### config.mk
export PLATFORM = sky130hd
export DESIGN_NAME = scan_chain_ctrl
export DESIGN_NICKNAME = d
export VERILOG_FILES = /design/src/rtl/scan_chain_ctrl.sv
export SDC_FILE = /design/constraint.sdc
export NUM_CORES = 1
export LEC_CHECK = 0
export ABC_AREA = 1
export CAP_MARGIN = 20
export CORE_AREA = 2 2 54 56
export CTS_CLUSTER_DIAMETER = 120
export DETAILED_ROUTE_END_ITERATION = 12
export DIE_AREA = 0 0 56 58
export PLACE_DENSITY_LB_ADDON = 0.3
export SLEW_MARGIN = 5
export SYNTH_ARGS = -nofsm -noshare
export SYNTH_HDL_FRONTEND = slang
export SYNTH_SLANG_ARGS = --single-unit
### constraint.sdc
create_clock -name clk -period 1.3 [get_ports clk]
set_clock_uncertainty 0.1 [all_clocks]
set_input_delay 0.195 -clock clk [delete_from_list [all_inputs] [get_ports clk]]
set_output_delay 0.195 -clock clk [all_outputs]
set_load 0.1 [all_outputs]
### src/rtl/scan_chain_ctrl.sv
// scan_chain_ctrl: loads a pattern into a scan chain, captures, unloads and compares the response.
module scan_chain_ctrl #(
    parameter int CHAIN_LEN = 4
) (
    input  logic                 clk,
    input  logic                 r,
    input  logic                 start,
    input  logic [CHAIN_LEN-1:0] pat_in,
    input  logic [CHAIN_LEN-1:0] exp_in,
    input  logic                 so,
    output logic                 si,
    output logic                 se,
    output logic                 busy,
    output logic                 done,
    output logic                 pass,
    output logic [CHAIN_LEN-1:0] resp_out
);
    localparam int CW = $clog2(CHAIN_LEN);
    localparam logic [CW-1:0] LAST = CW'(CHAIN_LEN - 1);
    typedef enum logic [2:0] {IDLE, SHIFT_IN, CAPTURE, SHIFT_OUT, DONE} state_t;
    state_t               state;
    logic [CW-1:0]        cnt;
    logic [CHAIN_LEN-1:0] pat, exp_v, resp;
    // pat shifts left so its MSB always holds the next scan-in bit; resp fills from the LSB
    always_ff @(posedge clk or posedge r) begin
        if (r) begin
            state    <= IDLE;
            cnt      <= '0;
            pat      <= '0;
            exp_v    <= '0;
            resp     <= '0;
            si       <= 1'b0;
            se       <= 1'b0;
            busy     <= 1'b0;
            done     <= 1'b0;
            pass     <= 1'b0;
            resp_out <= '0;
        end else begin
            done <= 1'b0;
            case (state)
                IDLE: if (start) begin
                    pat   <= pat_in;
                    exp_v <= exp_in;
                    cnt   <= '0;
                    se    <= 1'b1;
                    si    <= pat_in[CHAIN_LEN-1];
                    busy  <= 1'b1;
                    state <= SHIFT_IN;
                end
                SHIFT_IN: if (cnt == LAST) begin
                    cnt   <= '0;
                    se    <= 1'b0;
                    si    <= 1'b0;
                    state <= CAPTURE;
                end else begin
                    cnt <= cnt + 1'b1;
                    si  <= pat[CHAIN_LEN-2];
                    pat <= pat << 1;
                end
                CAPTURE: begin
                    cnt   <= '0;
                    se    <= 1'b1;
                    state <= SHIFT_OUT;
                end
                SHIFT_OUT: begin
                    resp <= {resp[CHAIN_LEN-2:0], so};
                    if (cnt == LAST) begin
                        cnt   <= '0;
                        se    <= 1'b0;
                        state <= DONE;
                    end else begin
                        cnt <= cnt + 1'b1;
                    end
                end
                DONE: begin
                    done     <= 1'b1;
                    pass     <= resp == exp_v;
                    resp_out <= resp;
                    busy     <= 1'b0;
                    state    <= IDLE;
                end
                default: state <= IDLE;
            endcase
        end
    end
endmodule

; Word-level counts from Yosys, hierarchy flattened
; Cells that the tools add are included.
[word_totals]
elab_cells = 53
output_inout_bits = 9
register_bits = 25
inputBits = 12
[classes]
n_eq_ne = 11
mux = 18
n_reduce_logical = 12
addsub = 1
[op_table]
columns = op, count
row1 = 2-to-1 mux 3 bit, 5
row2 = one-hot mux 3 bit (4 select lines), 1
row3 = AND reduction 3 bit, 3
row4 = "!= test 2 bit, second input constant", 4
row5 = AND reduction 2 bit, 4
row6 = "equality test 3 x 2 -> 1 bit, second input constant", 2
row7 = one-hot mux 2 bit (3 select lines), 1
row8 = one-hot mux 3 bit (2 select lines), 1
row9 = 2-to-1 mux 1 bit, 5
row10 = equality test 4 bit, 1
row11 = 2-to-1 mux 2 bit, 2
row12 = one-hot mux 1 bit (2 select lines), 2
row13 = nonzero test 2 bit, 2
row14 = "equality test 3 x 1 -> 1 bit, second input constant", 1
row15 = "equality test 3 bit, second input constant", 1
row16 = zero test 3 bit, 1
row17 = one-hot mux 1 bit (3 select lines), 1
row18 = nonzero test 3 bit, 1
row19 = "adder 2 x 1 -> 2 bit, second input constant", 1
row20 = "equality test 2 bit, second input constant", 1
row21 = "!= test 2 x 1 -> 1 bit, second input constant", 1
row22 = OR reduction 2 bit, 1

; Depth between registers and ports, before layout
; Gate-level depths: netlist of run 1.
[depth]
ltp_word = 4
depth_mapped = 7

; Worst setup path before layout of run 1
; Ideal clock, no wire load.
[synth_timing]
kind = register to register
from = reg resp_out[2] (netlist name)
to = reg resp_out[2]
setup_ps = 76
setup_slack_ps = 36
stages_incl_launch_ff = 3
synth_period_minus_slack_ps = 1264
arrival_ps = 1088
path_cell_list = dfrtp_1 -> nand2_1 -> o21ai_1
[synth_lines]
columns = item, line
row1 = "end signal, assigned", 78  ; resp_out <= resp;
row2 = "end, declared", 16  ; output logic [CHAIN_LEN-1:0] resp_out

; Worst setup path in the final report of run 1
[layout_timing]
from = reg state[2]
to = reg state[0]
[layout_between]
elab_chain_cells = 3
word_cells_on_any_way = 9
classes_between = eq/ne: 6 / mux: 1 / reduce/logical: 2
[layout_lines]
columns = item, line
row1 = "start, declared", 21  ; state_t state;
row2 = "start signal, assigned", 27  ; state <= IDLE;
row3 = "start signal, assigned", 48  ; state <= SHIFT_IN;
row4 = "start signal, assigned", 54  ; state <= CAPTURE;
row5 = "equality test 3 x 1 -> 1 bit, or another cell as far along", 40  ; case (state)
row6 = != test 2 bit (no source line), n/a
row7 = AND reduction 3 bit (no source line), n/a
; Parallel ways exist; a longest one is shown, timed or not.
; A chain may end at the register's enable or synchronous reset.

==> results.tsv, run 1 <==
metric	value	unit
cp_top_family	flip-flops	
clk_pin_slew_worst_paths	130	ps
slew_viol_final	0	
syn_inst	136	
r2r-start	state[2]$_DFFE_PP0P_	
path_depth	5	
layout_setup_ws	33.2	ps
cp_slowest_stage_delay	480	ps
nets	182	
r2r_cells	5	
pre_cts_ws	-36.1	ps
portBuffers	20	
viasPerCell	4.93	
cts_tree	done	
end_kind	flip-flop	
synth.avg_cell_area	8.45	µm²
outcome	finished clean	
syn_to_final_growth	43.9	%
num_antenna_cells	0	
fin_crit	1270	ps
arrival	1380	ps
dieArea	0.00325	mm²
place.gp.congestion	0.833	
grt_pass1_wl	3590	µm
ys_seq_area_frac	0.545	
crit_type	flip-flop to flip-flop	
drt-total-wl	2300	µm
hold_viol_final	0	
path_cells	nor2_4 > buf_6 > nand3_4 > nand4_1 > nand2_1	
synth_warnings	0	
ys_types	20	
htreeDepth	1	
num_io_pins	21	
setup_violations	0	
slowest_stage	dfrtp_2	
maxSlewHeadroom	0.867	
start_util	0.431	
die_w	56	µm
overflow	0	
p_per_area	2790	mW/mm²
dr.pass1.iters	6	
final_core_util	0.621	
crit_path_start	state[2]$_DFFE_PP0P_	
worst_setup_path_start_kind	flip-flop	
cts_sinks	25	
grt_usage	0.143	
timing.rr.end	state[0]$_DFFE_PP0P_	
numCtsBuffers	3	
drt_iter0_markers	33	
grt_antenna_before_repair	0	
clock_latency	310	ps
syn-num-nets	149	
ir_worst_vdd	2.17	mV
dpl.hpwl	1580	µm
required	1410	ps
clk_path_buf_depth	2	
drc	0	
ant_nets	0	
core-area	0.00266	mm²
vias	981	
rrSetupSlack	30	ps
root_buffer	clkbuf_4	
critPathCapture	state[0]$_DFFE_PP0P_	
crit_buf_inv	1	
rows	19	
fin_crit_sh	0.974	
grt_max_degree	26	
holdWs	90.6	ps
dieHeight	58	µm
wl_per_cell	11.5	µm
rsz0062_at_grt	true	
drive_gt1_frac	0.250	
tightest_slew	199	ps
timing.fmax	0.789	GHz
leakagePower	0.833	nW
cp_max_fo	6	
max_cap_violations	0	
hold_class	primary input to async pin	
synth-seq-cells	25	
synth_area	0.00115	mm²
grt_pass1_vias	883	
cells in the mapped netlist (all sizes together):
cell / instances / area share
nand2: 51 / 0.17
buf: 3 / 0.021
clkinv: 1 / 0.0076
nand4: 5 / 0.027
ha: 1 / 0.011
o21ai: 12 / 0.052
nand3: 15 / 0.081
inv: 15 / 0.049
a21oi: 1 / 0.0044
nor2: 6 / 0.028
dfrtp: 25 / 0.54
xnor2: 1 / 0.0076
routing by layer:
layer  up-vias  routed length [µm]  track usage
li1        496                   -            -
met1       462                1030        0.185
met4         0                  38        0.102
met2        19                1170        0.220
met5         -                   0            0
met3         4                  65       0.0246
worst reg2reg max path, cell delays in order (launching register included):
cell and delay, ps:
dfrtp_2 480, nor2_4 140, buf_6 150, nand3_4 90
nand4_1 140, nand2_1 60
cell type report:
| type | count | area (µm²) |
|---|---|---|
| fillers | 223 | 1010 |
| flip-flops and latches | 25 | 629 |
| multi-input cells | 93 | 497 |
| repair buffers | 30 | 389 |
| inverters | 16 | 72.6 |
| well taps | 31 | 38.8 |
| clock buffers | 4 | 26.3 |
worst min-delay path by stage:
| stage | start | end | slack [ps] | depth (start not counted) |
|---|---|---|---|---|
| 2_1_floorplan | r | busy$_DFFE_PP0P_ | 120 | 1 |
| 3_3_place_gp | cnt[0]$_DFFE_PP0P_ | cnt[0]$_DFFE_PP0P_ | 380 | 1 |
| 3_5_place_dp | pat[0]$_DFFE_PP0P_ | pat[0]$_DFFE_PP0P_ | 400 | 2 |
| 4_1_cts | r | state[0]$_DFFE_PP0P_ | 90 | 3 |
| 5_1_grt | r | state[0]$_DFFE_PP0P_ | 110 | 3 |
| 6_report | r | se$_DFFE_PP0P_ | 90 | 3 |
metrics by stage:
| stage | cells | total power (W) | instance area, µm² | TNS [ps] |
|---|---|---|---|---|
| floorplan | 136 | 0.00308 | 1150 | 0 |
| global placement | 190 | 0.00385 | 1510 | 0 |
| detailed placement | 190 | 0.00392 | 1510 | -86.8 |
| CTS | 195 | 0.00431 | 1560 | -12.4 |
| global route | 199 | 0.00492 | 1650 | -182 |
| finish | 199 | 0.00461 | 1650 | 0 |
report_power, final:
part	total [W]	internal [W]	switching (W)
registers	0.00144	0.00112	0.000317
logic	0.00284	0.00111	0.00173
clock network	0.000332	0.000120	0.000212
kinds of logic (layout without fill, tap and decap cells):
kind of cell,after synthesis,in the layout,synth area share
simple gates,77,78,0.303
flops,25,25,0.545
buf+inv,19,50,0.0773
compound gates,13,13,0.0566
fa+ha+maj,1,1,0.0109
xor+xnor,1,1,0.00763
timing repair:
item | in CTS | in global routing
resized for setup | 3 | 23
endpoints found under the setup margin | 6 | 15
cloned | 0 | 1
endpoints found under the hold margin | 0 | 0
setup buffers | 1 | 3
pin swaps | 2 | 4
hold buffers | 0 | 0
state kept, by name (all words and copies together), names as in the netlist:
register  count
resp_out      4
cnt           2
se            1
si            1
pass          1
resp          4
busy          1
state         3
done          1
exp_v         4
pat           3
placed cells by master, fill, tap and decap left out, types with 2 or more instances in the layout:
| cell | n |
|---|---|
| buf_12 | 10 |
| buf_4 | 6 |
| buf_6 | 3 |
| clkbuf_4 | 3 |
| clkdlybuf4s50_1 | 11 |
| dfrtp_1 | 22 |
| dfrtp_2 | 3 |
| inv_1 | 12 |
| nand2_1 | 47 |
| nand2_2 | 3 |
| nand3_1 | 10 |
| nand3_2 | 3 |
| nand3_4 | 3 |
| nand4_1 | 5 |
| nor2_1 | 4 |
| nor2_4 | 2 |
| o21ai_0 | 7 |
| o21ai_1 | 5 |
(Power assumes the default switching activity.)
==> inputs of run 2 (changes only) <==
- CTS_CLUSTER_SIZE: unset -> 12
==> results of run 2 <==
Same layout as run 1: the final DEF is identical, and so are final timing and power.
==> inputs of run 3 (changes only) <==
- CORE_AREA: 2 2 54 56 -> 2 2 51 53
- DIE_AREA: 0 0 56 58 -> 0 0 53 55
- clock period: 1.3 -> 1.4 ns (I/O delays scaled with it)
==> results.tsv, run 3 (synthesis gave the netlist of run 1 again) <==
metric	value	unit
outcome	finished clean	
ant_nets	0	
ir_worst_vdd	1.50	mV
grt_pass1_wl	3740	µm
rows	18	
grt_usage	0.181	
vias	960	
overflow	0	
clock_latency	320	ps
drt-total-wl	2410	µm
max_cap_violations	0	
root_buffer	clkbuf_4	
clk_path_buf_depth	2	
timing.fmax	0.744	GHz
core-area	0.00236	mm²
place.gp.congestion	0.810	
final_common_cell	nand2_1	
arrival	1510	ps
cts_sinks	25	
start_util	0.486	
dieHeight	55	µm
portBuffers	20	
drt_iter0_markers	22	
final_cells	193	
final_cell_mix	nand2_1, dfrtp_1, inv_1	
grt_max_degree	26	
grt_pass1_vias	885	
dpl.hpwl	1760	µm
rrSetupSlack	60	ps
maxSlewHeadroom	0.792	
die_w	53	µm
num_io_pins	21	
dp.cells	186	
syn_to_final_growth	35.0	%
end_kind	flip-flop	
cts_tree	done	
tightest_slew	312	ps
seqCellArea	627	µm²
setup_violations	0	
num_antenna_cells	0	
nFillCells	202	
wl_per_cell	12.5	µm
slew_viol_final	0	
multi_input_area	447	µm²
p_per_area	2620	mW/mm²
dieArea	0.00292	mm²
crit_type	flip-flop to flip-flop	
rsz0062_at_grt	false	
htreeDepth	1	
numCtsBuffers	3	
nets	177	
fin_crit	1340	ps
top_regs	exp_v x4, resp x4, resp_out x4	
viasPerCell	4.97	
leakagePower	0.795	nW
drc	0	
fin_tns_setup	0	ps
worst_setup_path_start_kind	flip-flop	
grt_antenna_before_repair	0	
required	1570	ps
cp_max_fo	8	
dr.pass1.iters	4	
hold_viol_final	0	
drive_gt1_frac	0.184	
fin_crit_sh	0.961	
hold_class	primary input to async pin	
clk_pin_slew_worst_paths	140	ps
==> run 3: cell types whose count changed in the layout (fill, tap and decap cells not counted), sizes merged <==
cell   change
nand3      -1
buf        -4
==> run 3: final timing paths <==
| check | start | to | depth (start not counted) |
|---|---|---|---|
| max in group asynchronous | r | state[1]$_DFFE_PP0P_ | 3 |
| min in group clk | exp_in[1] | exp_v[1]$_DFFE_PP0P_ | 3 |
| min | r | state[2]$_DFFE_PP0P_ | 3 |
| max | state[1]$_DFFE_PP0P_ | pat[1]$_DFFE_PP0P_ | 5 |
| max reg2reg | state[1]$_DFFE_PP0P_ | pat[1]$_DFFE_PP0P_ | 5 |
| min reg2reg | cnt[0]$_DFFE_PP0P_ | cnt[0]$_DFFE_PP0P_ | 1 |
==> run 3: worst max-delay path, cell delays in order (launching register included) <==
cell and delay [ps]:
dfrtp_2 490, nor2_4 250, nand3_1 190, nand2_1 130, nand2_1 70, nand2_1 70
==> run 3: report_power, final <==
part	internal, W	switching [W]	leakage, nW	total [W]
sequential	0.00104	0.000295	0.311	0.00133
combinational	0.000896	0.00151	0.470	0.00241
clock	0.000111	0.000215	0.0150	0.000326
==> run 3: cell type report <==
cell class | count | share of cell area
clock buffers | 4 | 0.0169
well taps | 30 | 0.0242
repair buffers | 26 | 0.224
flip-flops and latches | 25 | 0.404
multi-input cells | 92 | 0.288
inverters | 16 | 0.0420
==> run 3: routing by layer <==
| metal | GRT usage | vias to the layer above | routed length (µm) |
|---|---|---|---|
| li1 | - | 486 | - |
| met1 | 0.222 | 442 | 1050 |
| met2 | 0.300 | 24 | 1200 |
| met3 | 0.0269 | 8 | 83 |
| met4 | 0.120 | 0 | 80 |
| met5 | 0 | - | 0 |
==> run 3: metrics by stage <==
step	utilization	hold slack (ps)	power [W]	cell area, µm²	worst slack, ps
after floorplan	-	137	0.00286	1150	136
after global placement	0.629	383	0.00355	1490	91.1
after detailed placement	0.629	400	0.00364	1490	60.3
after CTS	0.640	150	0.00396	1510	33.3
after global routing	0.656	155	0.00432	1550	5.37
final	0.656	128	0.00406	1550	55.1
==> run 3: what timing repair did <==
item	in CTS	in global routing
endpoints found under the setup margin	0	20
buffers inserted	0	3
gates resized for setup	0	6
hold buffers	0	0
